File: config.mk
export PLATFORM = sky130hd
export DESIGN_NAME = pc_trap_unit
export DESIGN_NICKNAME = d
export VERILOG_FILES = /design/src/rtl/pc_trap_unit.sv
export SDC_FILE = /design/constraint.sdc
export NUM_CORES = 1
export LEC_CHECK = 0
export BUFFER_PORTS_ARGS = -buffer_cell sky130_fd_sc_hd__buf_2
export CELL_PAD_IN_SITES_DETAIL_PLACEMENT = 1
export CELL_PAD_IN_SITES_GLOBAL_PLACEMENT = 1
export CORE_ASPECT_RATIO = 0.5
export CORE_MARGIN = 4
export CORE_UTILIZATION = 37
export CTS_CLUSTER_SIZE = 16
export DETAILED_ROUTE_END_ITERATION = 10
export PLACE_DENSITY = 0.7
export SLEW_MARGIN = 20
export SYNTH_ARGS = -nofsm -noshare
export SYNTH_HDL_FRONTEND = slang
export SYNTH_SLANG_ARGS = --single-unit
export TNS_END_PERCENT = 5
File: constraint.sdc
create_clock -name clk -period 5.6 [get_ports clk]
set_clock_uncertainty 0.15 [all_clocks]
set_input_delay 0.56 -clock clk [delete_from_list [all_inputs] [get_ports clk]]
set_output_delay 0.56 -clock clk [all_outputs]
set_load 0.05 [all_outputs]
File: src/rtl/pc_trap_unit.sv
// pc_trap_unit: next-PC generation for the Beta processor, with trap vectors,
// a latched external interrupt and a circular trap-return stack for nested
// exceptions with hardware return (xret).
//
// Ports:
//   clk, reset       clock, synchronous active-high reset
//   stall            hold PC and all state except interrupt latching
//   pc_ctrl[1:0]     0 normal, 1 soft reset, 2 illop, 3 xadr
//   jump[1:0]        0/3 concat jump, 1 branch path, 2 jump register
//   b_ctrl           branch taken (used when jump=1)
//   xret             return from trap (pop stack)
//   irq              level interrupt request
//   sign_ext         sign-extended branch literal
//   id[31:0]         current instruction word
//   radata           register operand for jump register
//   ia               current PC (registered)
//   ia_plus4         ia + 4 (combinational from ia)
//   xp               top-of-stack return address, 0 when empty (registered)
//   xdepth           number of valid stack entries (registered)
//   ovf, unf         sticky overflow / underflow flags (registered)
//   irq_taken        one-cycle pulse while ia is at the interrupt vector
module pc_trap_unit #(
    parameter int unsigned       WIDTH     = 32,
    parameter logic [WIDTH-1:0]  RESET_VEC = WIDTH'(32'h8000_0000),
    parameter logic [WIDTH-1:0]  ILLOP_VEC = WIDTH'(32'h8000_0004),
    parameter logic [WIDTH-1:0]  XADR_VEC  = WIDTH'(32'h8000_0008),
    parameter logic [WIDTH-1:0]  IRQ_VEC   = WIDTH'(32'h8000_000C),
    parameter int unsigned       SUP_BIT   = WIDTH - 1,
    parameter int unsigned       DEPTH     = 4,
    parameter int unsigned       DW        = $clog2(DEPTH + 1)
) (
    input  logic             clk,
    input  logic             reset,
    input  logic             stall,
    input  logic [1:0]       pc_ctrl,
    input  logic [1:0]       jump,
    input  logic             b_ctrl,
    input  logic             xret,
    input  logic             irq,
    input  logic [WIDTH-1:0] sign_ext,
    input  logic [31:0]      id,
    input  logic [WIDTH-1:0] radata,
    output logic [WIDTH-1:0] ia,
    output logic [WIDTH-1:0] ia_plus4,
    output logic [WIDTH-1:0] xp,
    output logic [DW-1:0]    xdepth,
    output logic             ovf,
    output logic             unf,
    output logic             irq_taken
);

    localparam int unsigned PW = (DEPTH > 1) ? $clog2(DEPTH) : 1;

    logic [WIDTH-1:0] stack_q [DEPTH];
    logic [PW-1:0]    wp_q;
    logic             irq_pend;

    logic [WIDTH-1:0] br_target;
    logic [WIDTH-1:0] cat_target;
    logic [WIDTH-1:0] jr_target;
    logic [WIDTH-1:0] path_target;
    logic [WIDTH-1:0] ia_next;
    logic             do_push;
    logic             do_pop;
    logic             do_clear;
    logic             do_irq;
    logic             set_unf;

    // Opcode bits of id are not part of any target.
    logic unused_id;
    assign unused_id = ^id[31:26];

    // Circular pointer arithmetic modulo DEPTH (DEPTH need not be a power of 2).
    function automatic logic [PW-1:0] ptr_inc(input logic [PW-1:0] p);
        if (32'(p) == DEPTH - 1) return '0;
        return p + PW'(1);
    endfunction

    function automatic logic [PW-1:0] ptr_dec(input logic [PW-1:0] p);
        if (p == '0) return PW'(DEPTH - 1);
        return p - PW'(1);
    endfunction

    assign ia_plus4 = ia + WIDTH'(4);

    // Candidate targets; jump-register can drop but never raise the supervisor bit.
    always_comb begin
        br_target  = ia_plus4 + (sign_ext << 2);
        cat_target = {ia_plus4[WIDTH-1:28], id[25:0], 2'b00};
        jr_target  = radata;
        jr_target[SUP_BIT] = ia[SUP_BIT] & radata[SUP_BIT];
        case (jump)
            2'd1:    path_target = b_ctrl ? br_target : ia_plus4;
            2'd2:    path_target = jr_target;
            default: path_target = cat_target;
        endcase
    end

    // One action per cycle, chosen by priority.
    always_comb begin
        ia_next  = ia;
        do_push  = 1'b0;
        do_pop   = 1'b0;
        do_clear = 1'b0;
        do_irq   = 1'b0;
        set_unf  = 1'b0;
        if (!stall) begin
            if (pc_ctrl == 2'd1) begin
                ia_next  = RESET_VEC;
                do_clear = 1'b1;
            end else if (pc_ctrl == 2'd2) begin
                ia_next = ILLOP_VEC;
                do_push = 1'b1;
            end else if (pc_ctrl == 2'd3) begin
                ia_next = XADR_VEC;
                do_push = 1'b1;
            end else if (irq_pend && !ia[SUP_BIT]) begin
                ia_next = IRQ_VEC;
                do_push = 1'b1;
                do_irq  = 1'b1;
            end else if (xret) begin
                if (xdepth != '0) begin
                    ia_next = xp;
                    do_pop  = 1'b1;
                end else begin
                    ia_next = jr_target;
                    set_unf = 1'b1;
                end
            end else begin
                ia_next = path_target;
            end
        end
    end

    // Stack storage carries no reset; validity is tracked by xdepth.
    always_ff @(posedge clk) begin
        if (!reset && do_push) stack_q[wp_q] <= ia_plus4;
    end

    // PC, pointers, flags and interrupt latch.
    always_ff @(posedge clk) begin
        if (reset) begin
            ia        <= RESET_VEC;
            wp_q      <= '0;
            xdepth    <= '0;
            xp        <= '0;
            ovf       <= 1'b0;
            unf       <= 1'b0;
            irq_pend  <= 1'b0;
            irq_taken <= 1'b0;
        end else begin
            ia        <= ia_next;
            irq_taken <= do_irq;
            if (do_clear || do_irq) irq_pend <= 1'b0;
            else                    irq_pend <= irq_pend | irq;

            if (do_clear) begin
                wp_q   <= '0;
                xdepth <= '0;
                xp     <= '0;
                ovf    <= 1'b0;
                unf    <= 1'b0;
            end else if (do_push) begin
                wp_q <= ptr_inc(wp_q);
                xp   <= ia_plus4;
                // Full: the write at wp lands on the oldest entry.
                if (xdepth == DW'(DEPTH)) ovf    <= 1'b1;
                else                      xdepth <= xdepth + DW'(1);
            end else if (do_pop) begin
                wp_q   <= ptr_dec(wp_q);
                xdepth <= xdepth - DW'(1);
                // New top sits two slots behind the current write pointer.
                xp     <= (xdepth > DW'(1)) ? stack_q[ptr_dec(ptr_dec(wp_q))] : '0;
            end

            if (set_unf) unf <= 1'b1;
        end
    end

endmodule

==> qor.log, run 1 <==
INFO  outcome        run_status=finished clean
INFO  global_route   number_of_global_route_vias_before_repair=10128
INFO  cts            cts_post_setup_buffers_inserted=0
INFO  floorplanning  initial_core_util=0.379
INFO  cts            cts.path.max_buffers=3
INFO  cts            post_cts_resize_count=0
INFO  detailed_routing avgViaCountPerCell=6.04
INFO  worst_setup_path critPathSlowestCell=sky130_fd_sc_hd__dfxtp_1
INFO  power_and_ir_drop report.power.total=4.09mW
INFO  hold_path      worstHoldPathType=in -> reg
INFO  logic_synthesis main_combinational_cell_family_by_area_after_synthesis=compound AO/OA/AOI/OAI gates
INFO  worst_setup_path crit_path_cell_trace=ha_1 -> nand4_1 -> nor2_1 -> nand4_2 -> nor2_1 -> and4_1 -> xor2_2 -> ha_1 -> a21o_1 -> a21o_1 -> a21o_1 -> nor2_1 -> nand2_1 -> o21ai_0 -> xnor2_1 -> nand3_1 -> o221ai_1
INFO  sta            final-setup-viol-count=0
INFO  cts            cts_buffers=22
INFO  flow_run       drv.max_cap_violation_count=0
INFO  floorplanning  die-area=32900squm
INFO  cts            cts.hold.buffers_added=0
INFO  logic_synthesis post-synth-top-area-cell=sky130_fd_sc_hd__edfxtp_1
INFO  logic_synthesis complex_gate_fraction_of_the_synthesized_area=0.187
INFO  cts            clk-insertion-delay-late=0.52ns
INFO  worst_setup_path critical_path_class=reg -> reg
INFO  detailed_routing postRouteWirelength=42800microns
INFO  logic_synthesis post_synth_instance_area=11100squm
INFO  sta            worst_pin_slew=1.08ns
INFO  worst_setup_path critical_path.top_delay_family=simple AND/OR/NAND/NOR gates
INFO  sta            tns=0ns
INFO  logic_synthesis synth_top_flop_cell=sky130_fd_sc_hd__edfxtp_1
INFO  cts            max_h_tree_level=1
INFO  detailed_routing num_vias=9898
INFO  global_route   grt_pass1_wl=63700microns
INFO  global_route   grt_antenna_before_repair=0
INFO  logic_synthesis synth.top_cells.by_area=sky130_fd_sc_hd__edfxtp_1, sky130_fd_sc_hd__dfxtp_1, sky130_fd_sc_hd__mux4_2, sky130_fd_sc_hd__ha_1, sky130_fd_sc_hd__nor2_1
INFO  logic_synthesis synth-edff-count=128
INFO  worst_setup_path worst_r2r_startpoint=ia[2]
INFO  logic_synthesis synthesis.instances=1033
INFO  worst_setup_path critical_path.n_buffers_inverters=0
INFO  logic_synthesis multiplexer_area_fraction_after_synthesis=0.0734
INFO  worst_setup_path worst_ep_arrival=4.89ns
INFO  sta            final-max-slew-violation-count=0
INFO  sta            finalWorstPathRequiredPeriod=4.65ns
INFO  logic_synthesis adder_and_majority_cell_fraction_of_the_synthesized_area=0.0549
INFO  worst_setup_path timing.reg2reg.setup_slack=0.95ns
INFO  logic_synthesis asyncSetResetFlopFracSynth=0
INFO  finish         num-nets-final=1387
INFO  worst_setup_path critPathCaptureType=register
INFO  sta            clock.fmax=215MHz
INFO  worst_setup_path critical_path_maximum_fanout=8
INFO  cts            clk_transition_reported_paths=0.06ns
INFO  sta            report.final.hold_viol_count=0
INFO  logic_synthesis yosysSeqAreaShare=0.479
INFO  hold_path      min_delay_worst_endpoint=irq_pend
INFO  global_route   grt.met1_usage=0.335
INFO  global_route   maximum_number_of_pins_on_one_net_before_global_route_repair=38
INFO  hold_path      hold_depth=3
INFO  floorplanning  core_area=29200squm
INFO  placed_design  finalWeightedCongestion=0.960
INFO  finish         final_layout_size_suffix_gt1_frac=0.271
INFO  logic_synthesis synth.most_common_cell=sky130_fd_sc_hd__edfxtp_1
INFO  logic_synthesis ys_seq_elements=201
INFO  power_and_ir_drop power.density=303nW/um^2
INFO  sta            max_slew_margin=0.280
INFO  sta            min_period_over_period=0.831
INFO  cts            cts_root_buffer=sky130_fd_sc_hd__clkbuf_16
INFO  floorplanning  die_h=130microns
INFO  power_and_ir_drop ir_worst_vdd=0.159mV
INFO  detailed_routing route.detailed.drc=0
INFO  worst_setup_path end_of_the_worst_register_to_register_path=ia[31]
INFO  worst_setup_path worstSetupStartpointType=register
INFO  hold_path      launch_instance_of_the_worst_min_delay_path=irq
INFO  cts            cts_tree=yes
INFO  global_route   grt.met3_usage=0.0482
INFO  finish         syn_to_final_growth=21.8%
INFO  sta            rsz_0062_raised_after_global_routing=no
INFO  floorplanning  fp-row-count=44
INFO  logic_synthesis postSynthNetCount=1187
INFO  worst_setup_path cp_slowest_stage_delay=0.46ns
INFO  detailed_routing detail_route.iter0.violations=905
INFO  global_route   busiest_layer=met2
INFO  logic_synthesis netlist.area_leader.share=0.347
INFO  detailed_routing drt-wirelength-per-cell=26.1microns
INFO  logic_synthesis post_synth_and_or_nand_nor_area_fraction=0.130
INFO  cts            clock_sink_count=201
INFO  logic_synthesis synthXorXnorAreaFrac=0.0417
INFO  global_route   globalRouteMet2Util=0.432
INFO  logic_synthesis post_synth.cell_area_avg=10.7squm
INFO  floorplanning  io_pins=208
INFO  detailed_routing detailedRoute.firstPassIterationCount=6
INFO  placed_design  dp_hpwl=29800microns
INFO  logic_synthesis synthTopCellsByCount=sky130_fd_sc_hd__edfxtp_1, sky130_fd_sc_hd__nor2_1, sky130_fd_sc_hd__nand2_1, sky130_fd_sc_hd__dfxtp_1, sky130_fd_sc_hd__a21oi_1
INFO  floorplanning  dieWidth=253microns
INFO  worst_setup_path critPathRequiredTime=5.84ns
INFO  detailed_routing antenna_violating_nets_post_route=0
INFO  logic_synthesis ys_types=77
INFO  logic_synthesis yosysWarnings=0
INFO  worst_setup_path critical_path.startpoint=ia[2]
INFO  global_route   grt.total_usage=0.255
INFO  global_route   grt_remaining_overflow=0
INFO  placed_design  port_buffers=199
INFO  worst_setup_path worst_r2r_path_depth=17
INFO  finish         antennaDiodeCount=0
INFO  power_and_ir_drop leakagePower=5.37nW
==> power by group <==
group,total [mW],internal [mW],switching (mW)
sequential,1.65,1.61,0.0401
clock,1.59,0.965,0.628
combinational,0.842,0.273,0.570
==> layer usage <==
metal / vias up / share of wire
met3: 91 / 0.076
met4: 0 / 0.035
met1: 5031 / 0.42
met2: 403 / 0.47
met5: - / 0
li1: 4373 / -
==> worst max path at each step <==
stage / to / slack (ns) / cells past startpoint
after floorplan: ia[29] / 0.76 / 17
after global placement: ia[31] / 1.08 / 17
after detailed placement: ia[31] / 1.01 / 17
after CTS: ia[31] / 0.99 / 17
after global routing: ia[31] / 0.66 / 17
final: ia[31] / 0.95 / 17
==> kinds of logic after synthesis <==
kind of cell             Yosys count
AND/OR/NAND/NOR                  306
AO/OA/AOI/OAI                    292
flip-flops                       201
buffers and inverters             95
XOR/XNOR                          51
adder cells (fa/ha/maj)           48
multiplexers                      40
==> cell usage in the layout, fill, tap and decap left out, types with 5 or more instances in the layout <==
cell	instances
sky130_fd_sc_hd__buf_2	199
sky130_fd_sc_hd__edfxtp_1	128
sky130_fd_sc_hd__nor2_1	107
sky130_fd_sc_hd__nand2_1	85
sky130_fd_sc_hd__dfxtp_1	73
sky130_fd_sc_hd__a21oi_1	71
sky130_fd_sc_hd__ha_1	46
sky130_fd_sc_hd__o21ai_0	38
sky130_fd_sc_hd__buf_4	37
sky130_fd_sc_hd__mux4_2	32
sky130_fd_sc_hd__inv_1	31
sky130_fd_sc_hd__xnor2_1	28
sky130_fd_sc_hd__a222oi_1	24
sky130_fd_sc_hd__o22ai_1	24
sky130_fd_sc_hd__nand3_1	23
sky130_fd_sc_hd__clkbuf_16	23
sky130_fd_sc_hd__xor2_1	21
sky130_fd_sc_hd__a221oi_1	21
sky130_fd_sc_hd__a21o_1	20
sky130_fd_sc_hd__nor3_1	20
sky130_fd_sc_hd__a22oi_1	13
sky130_fd_sc_hd__nand4_1	11
sky130_fd_sc_hd__o211ai_1	10
sky130_fd_sc_hd__nand2b_1	9
sky130_fd_sc_hd__or3_1	7
sky130_fd_sc_hd__nor2b_1	6
sky130_fd_sc_hd__o31ai_1	6
sky130_fd_sc_hd__a221o_1	6
sky130_fd_sc_hd__o21ai_1	5
sky130_fd_sc_hd__and2_1	5
sky130_fd_sc_hd__a211oi_1	5
sky130_fd_sc_hd__mux2i_1	5
sky130_fd_sc_hd__a22o_1	5
==> worst register-to-register path, delay by kind of cell, from the launching register on <==
kind,cells,cell delay (ns)
flip-flops,1,0.46
XOR/XNOR,2,0.55
adder cells (fa/ha/maj),2,0.65
AO/OA/AOI/OAI,5,1.06
AND/OR/NAND/NOR,8,1.66
==> through the flow <==
step                      hold slack, ns  utilization  cells  cell area, sq um  setup slack, ns
after floorplan                    0.340            -   1033             11100            0.755
after global placement             0.305        0.434   1600             12700             1.08
after detailed placement           0.312        0.434   1600             12700             1.01
after CTS                          0.142        0.461   1640             13500            0.988
after global routing               0.138        0.461   1640             13500            0.663
final                              0.152        0.461   1640             13500            0.948
==> state kept, by name, summed over array words and instances (netlist names) <==
signal,flops
xdepth,3
wp_q,2
irq_taken,1
unf,1
irq_pend,1
stack_q,128
ovf,1
xp,32
ia,32
==> area by class of cell <==
type / count / area, sq um
sequential: 201 / 5310
multi-input combinational: 737 / 5430
timing repair buffer: 240 / 1350
tap: 391 / 489
clock buffer: 28 / 614
clock inverter: 12 / 170
fill: 3267 / 15800
inverter: 31 / 116
(Power assumes the default switching activity.)
==> run 2, diff against run 1 <==
Clock period 5.6 ns to 4.6 ns, I/O delays scaled along.
==> qor.log, run 2 (same netlist as run 1, synthesis figures left out) <==
INFO  power_and_ir_drop leakagePower=5.37nW [about the same]
INFO  cts            max_h_tree_level=1 [unchanged]
INFO  cts            cts_post_setup_buffers_inserted=0 [unchanged]
INFO  global_route   grt_pass1_wl=63500microns [-0.32%]
INFO  sta            worst_slack=0.380ns [-0.568 ns]
INFO  sta            worst_pin_slew=1.10ns [+0.0192 ns]
INFO  worst_setup_path critical_path.n_buffers_inverters=0 [unchanged]
INFO  worst_setup_path worst_ep_arrival=4.46ns [-0.43 ns]
INFO  cts            cts_buffers=21 [-4.5%]
INFO  sta            max_slew_margin=0.268 [-0.0128]
INFO  cts            cts.path.max_buffers=3 [unchanged]
INFO  worst_setup_path cp_num_cells=15 [-2]
INFO  hold_path      hold_depth=3 [unchanged]
INFO  power_and_ir_drop power.density=354nW/um^2 [+17%]
INFO  floorplanning  fp-row-count=44 [unchanged]
INFO  placed_design  placed_area=12800squm [+0.61%]
INFO  cts            cts_tree=yes
INFO  placed_design  finalWeightedCongestion=0.915 [-4.7%]
INFO  global_route   grt.total_usage=0.256 [+0.000898]
INFO  worst_setup_path crit_path_cell_trace=ha_1 -> nand4_1 -> nor2_2 -> nand2_1 -> xnor2_2 -> ha_1 -> nand2_1 -> nor2_1 -> o41ai_1 -> a21oi_1 -> o21a_1 -> nor3_2 -> o21ai_0 -> a22oi_1 -> o211ai_1
INFO  sta            min_period_over_period=0.917 [+0.0866]
INFO  floorplanning  initial_core_util=0.379 [unchanged]
INFO  detailed_routing num_vias=9825 [-0.74%]
INFO  detailed_routing detailedRoute.firstPassIterationCount=8 [+2]
INFO  worst_setup_path worstSetupStartpointType=register
INFO  worst_setup_path critical_path_maximum_fanout=8 [unchanged]
INFO  global_route   maximum_number_of_pins_on_one_net_before_global_route_repair=38 [unchanged]
INFO  finish         syn_to_final_growth=21.3%
INFO  cts            clk-insertion-delay-late=0.53ns [about the same]
INFO  sta            final-max-slew-violation-count=0 [unchanged]
INFO  outcome        run_status=finished clean
INFO  global_route   grt_remaining_overflow=0 [unchanged]
INFO  worst_setup_path critPathRequiredTime=4.84ns [-1.00 ns]
INFO  detailed_routing postRouteWirelength=43100microns [+0.56%]
INFO  flow_run       drv.max_cap_violation_count=0 [unchanged]
INFO  worst_setup_path critical_path.top_delay_family=compound AO/OA/AOI/OAI gates
INFO  finish         largest_register_ff_count=128 [unchanged]
INFO  sta            finalWorstPathRequiredPeriod=4.22ns [-0.432 ns]
INFO  detailed_routing route.detailed.drc=0 [unchanged]
INFO  detailed_routing drt-wirelength-per-cell=26.1microns [-0.17%]
INFO  floorplanning  io_pins=208 [unchanged]
INFO  placed_design  pre_cts_ws=0.282ns [-0.726 ns]
INFO  floorplanning  dieWidth=253microns [unchanged]
INFO  cts            clk_transition_reported_paths=0.07ns [about the same]
INFO  sta            rsz_0062_raised_after_global_routing=no
INFO  cts            clock_sink_count=201 [unchanged]
INFO  worst_setup_path cp_slowest_stage_delay=0.50ns [+0.04 ns]
INFO  finish         antennaDiodeCount=0 [unchanged]
INFO  global_route   grt_antenna_before_repair=0 [unchanged]
INFO  sta            report.final.hold_viol_count=0 [unchanged]
INFO  floorplanning  die_h=130microns [unchanged]
INFO  power_and_ir_drop ir_worst_vdd=0.200mV [+26%]
INFO  worst_setup_path critPathSlowestCell=sky130_fd_sc_hd__o41ai_1
INFO  finish         largestRegisters=stack_q (128), ia (32), xp (32)
INFO  power_and_ir_drop report.power.total=4.75mW [+16%]
INFO  hold_path      worstHoldPathType=in -> reg
INFO  sta            clock.fmax=237MHz [+10%]
INFO  finish         most_frequent_cells_in_the_layout=sky130_fd_sc_hd__buf_2, sky130_fd_sc_hd__edfxtp_1, sky130_fd_sc_hd__nor2_1
INFO  worst_setup_path critical_path_class=reg -> reg
INFO  finish         register_with_the_most_flip_flops=stack_q
INFO  global_route   number_of_global_route_vias_before_repair=10012 [-1.1%]
INFO  detailed_routing avgViaCountPerCell=5.95 [-1.5%]
INFO  finish         post-route-cell-area=13400squm [-0.35%]
INFO  finish         final_layout_size_suffix_gt1_frac=0.280 [+0.00852]
INFO  worst_setup_path worst_r2r_path_depth=15 [-2]
INFO  finish         layout.cells.most_common=sky130_fd_sc_hd__buf_2
INFO  placed_design  dp_hpwl=30900microns [+3.7%]
INFO  cts            cts_root_buffer=sky130_fd_sc_hd__clkbuf_16
INFO  floorplanning  die-area=32900squm [unchanged]
INFO  sta            final-setup-viol-count=0 [unchanged]
INFO  worst_setup_path critPathCaptureType=register
INFO  placed_design  port_buffers=199 [unchanged]
INFO  finish         num-nets-final=1400 [+0.94%]
INFO  detailed_routing antenna_violating_nets_post_route=0 [unchanged]
INFO  detailed_routing detail_route.iter0.violations=929 [+2.7%]
INFO  floorplanning  core_area=29200squm [unchanged]
[run 2: cell types whose count changed in the layout (fill, tap and decap cells not counted), sizes merged]
cell	previous run	this run
buf	240	254
clkbuf	28	24
bufinv	4	2
clkinv	6	7
clkinvlp	1	4
[run 2: report_power, final]
part	internal [mW]	total (mW)	leakage, nW	switching [mW]
sequential	1.96	2.01	1.70	0.0491
combinational	0.342	1.03	3.36	0.692
clock	0.957	1.71	0.314	0.752
[run 2: path summary, 6_finish.rpt]
path          from       end  slack, ns
max          ia[2]    ia[26]       0.38
min reg2reg    ovf       ovf       0.33
min            irq  irq_pend       0.05
max reg2reg  ia[2]    ia[26]       0.38
[run 2: stage by stage]
stage	hold WS (ns)	util	setup TNS [ns]	cells
floorplan	0.340	-	-0.276	1033
global placement	0.303	0.436	0	1614
detailed placement	0.320	0.436	0	1614
CTS	0.0413	0.459	0	1652
global route	0.0512	0.459	0	1652
finish	0.0549	0.459	0	1652
[run 2: cell type report]
cell class | count | area [sq um]
fill | 3267 | 15800
multi-input combinational | 737 | 5440
sequential | 201 | 5310
timing repair buffer | 254 | 1410
clock buffer | 24 | 537
tap | 391 | 489
clock inverter | 14 | 133
inverter | 31 | 116
[run 2: layer usage]
metal	part of all wire	global-route usage	wire (microns)
met1	0.42	0.344	18100
met2	0.48	0.438	20800
met3	0.070	0.0376	3000
met4	0.027	0.0749	1150
met5	0	0	0
[run 2: what timing repair did]
action | in CTS | in global routing
endpoints found under the setup margin | 0 | 6
gates resized for setup | 0 | 1
hold buffers | 0 | 0
[run 2: worst register-to-register path, cell delays in order, from the launching register on]
cell and delay (ns):
sky130_fd_sc_hd__dfxtp_1 0.33, sky130_fd_sc_hd__ha_1 0.22, sky130_fd_sc_hd__nand4_1 0.19, sky130_fd_sc_hd__nor2_2 0.33
sky130_fd_sc_hd__nand2_1 0.14, sky130_fd_sc_hd__xnor2_2 0.35, sky130_fd_sc_hd__ha_1 0.37, sky130_fd_sc_hd__nand2_1 0.14
sky130_fd_sc_hd__nor2_1 0.07, sky130_fd_sc_hd__o41ai_1 0.50, sky130_fd_sc_hd__a21oi_1 0.24, sky130_fd_sc_hd__o21a_1 0.26
sky130_fd_sc_hd__nor3_2 0.24, sky130_fd_sc_hd__o21ai_0 0.23, sky130_fd_sc_hd__a22oi_1 0.19, sky130_fd_sc_hd__o211ai_1 0.12
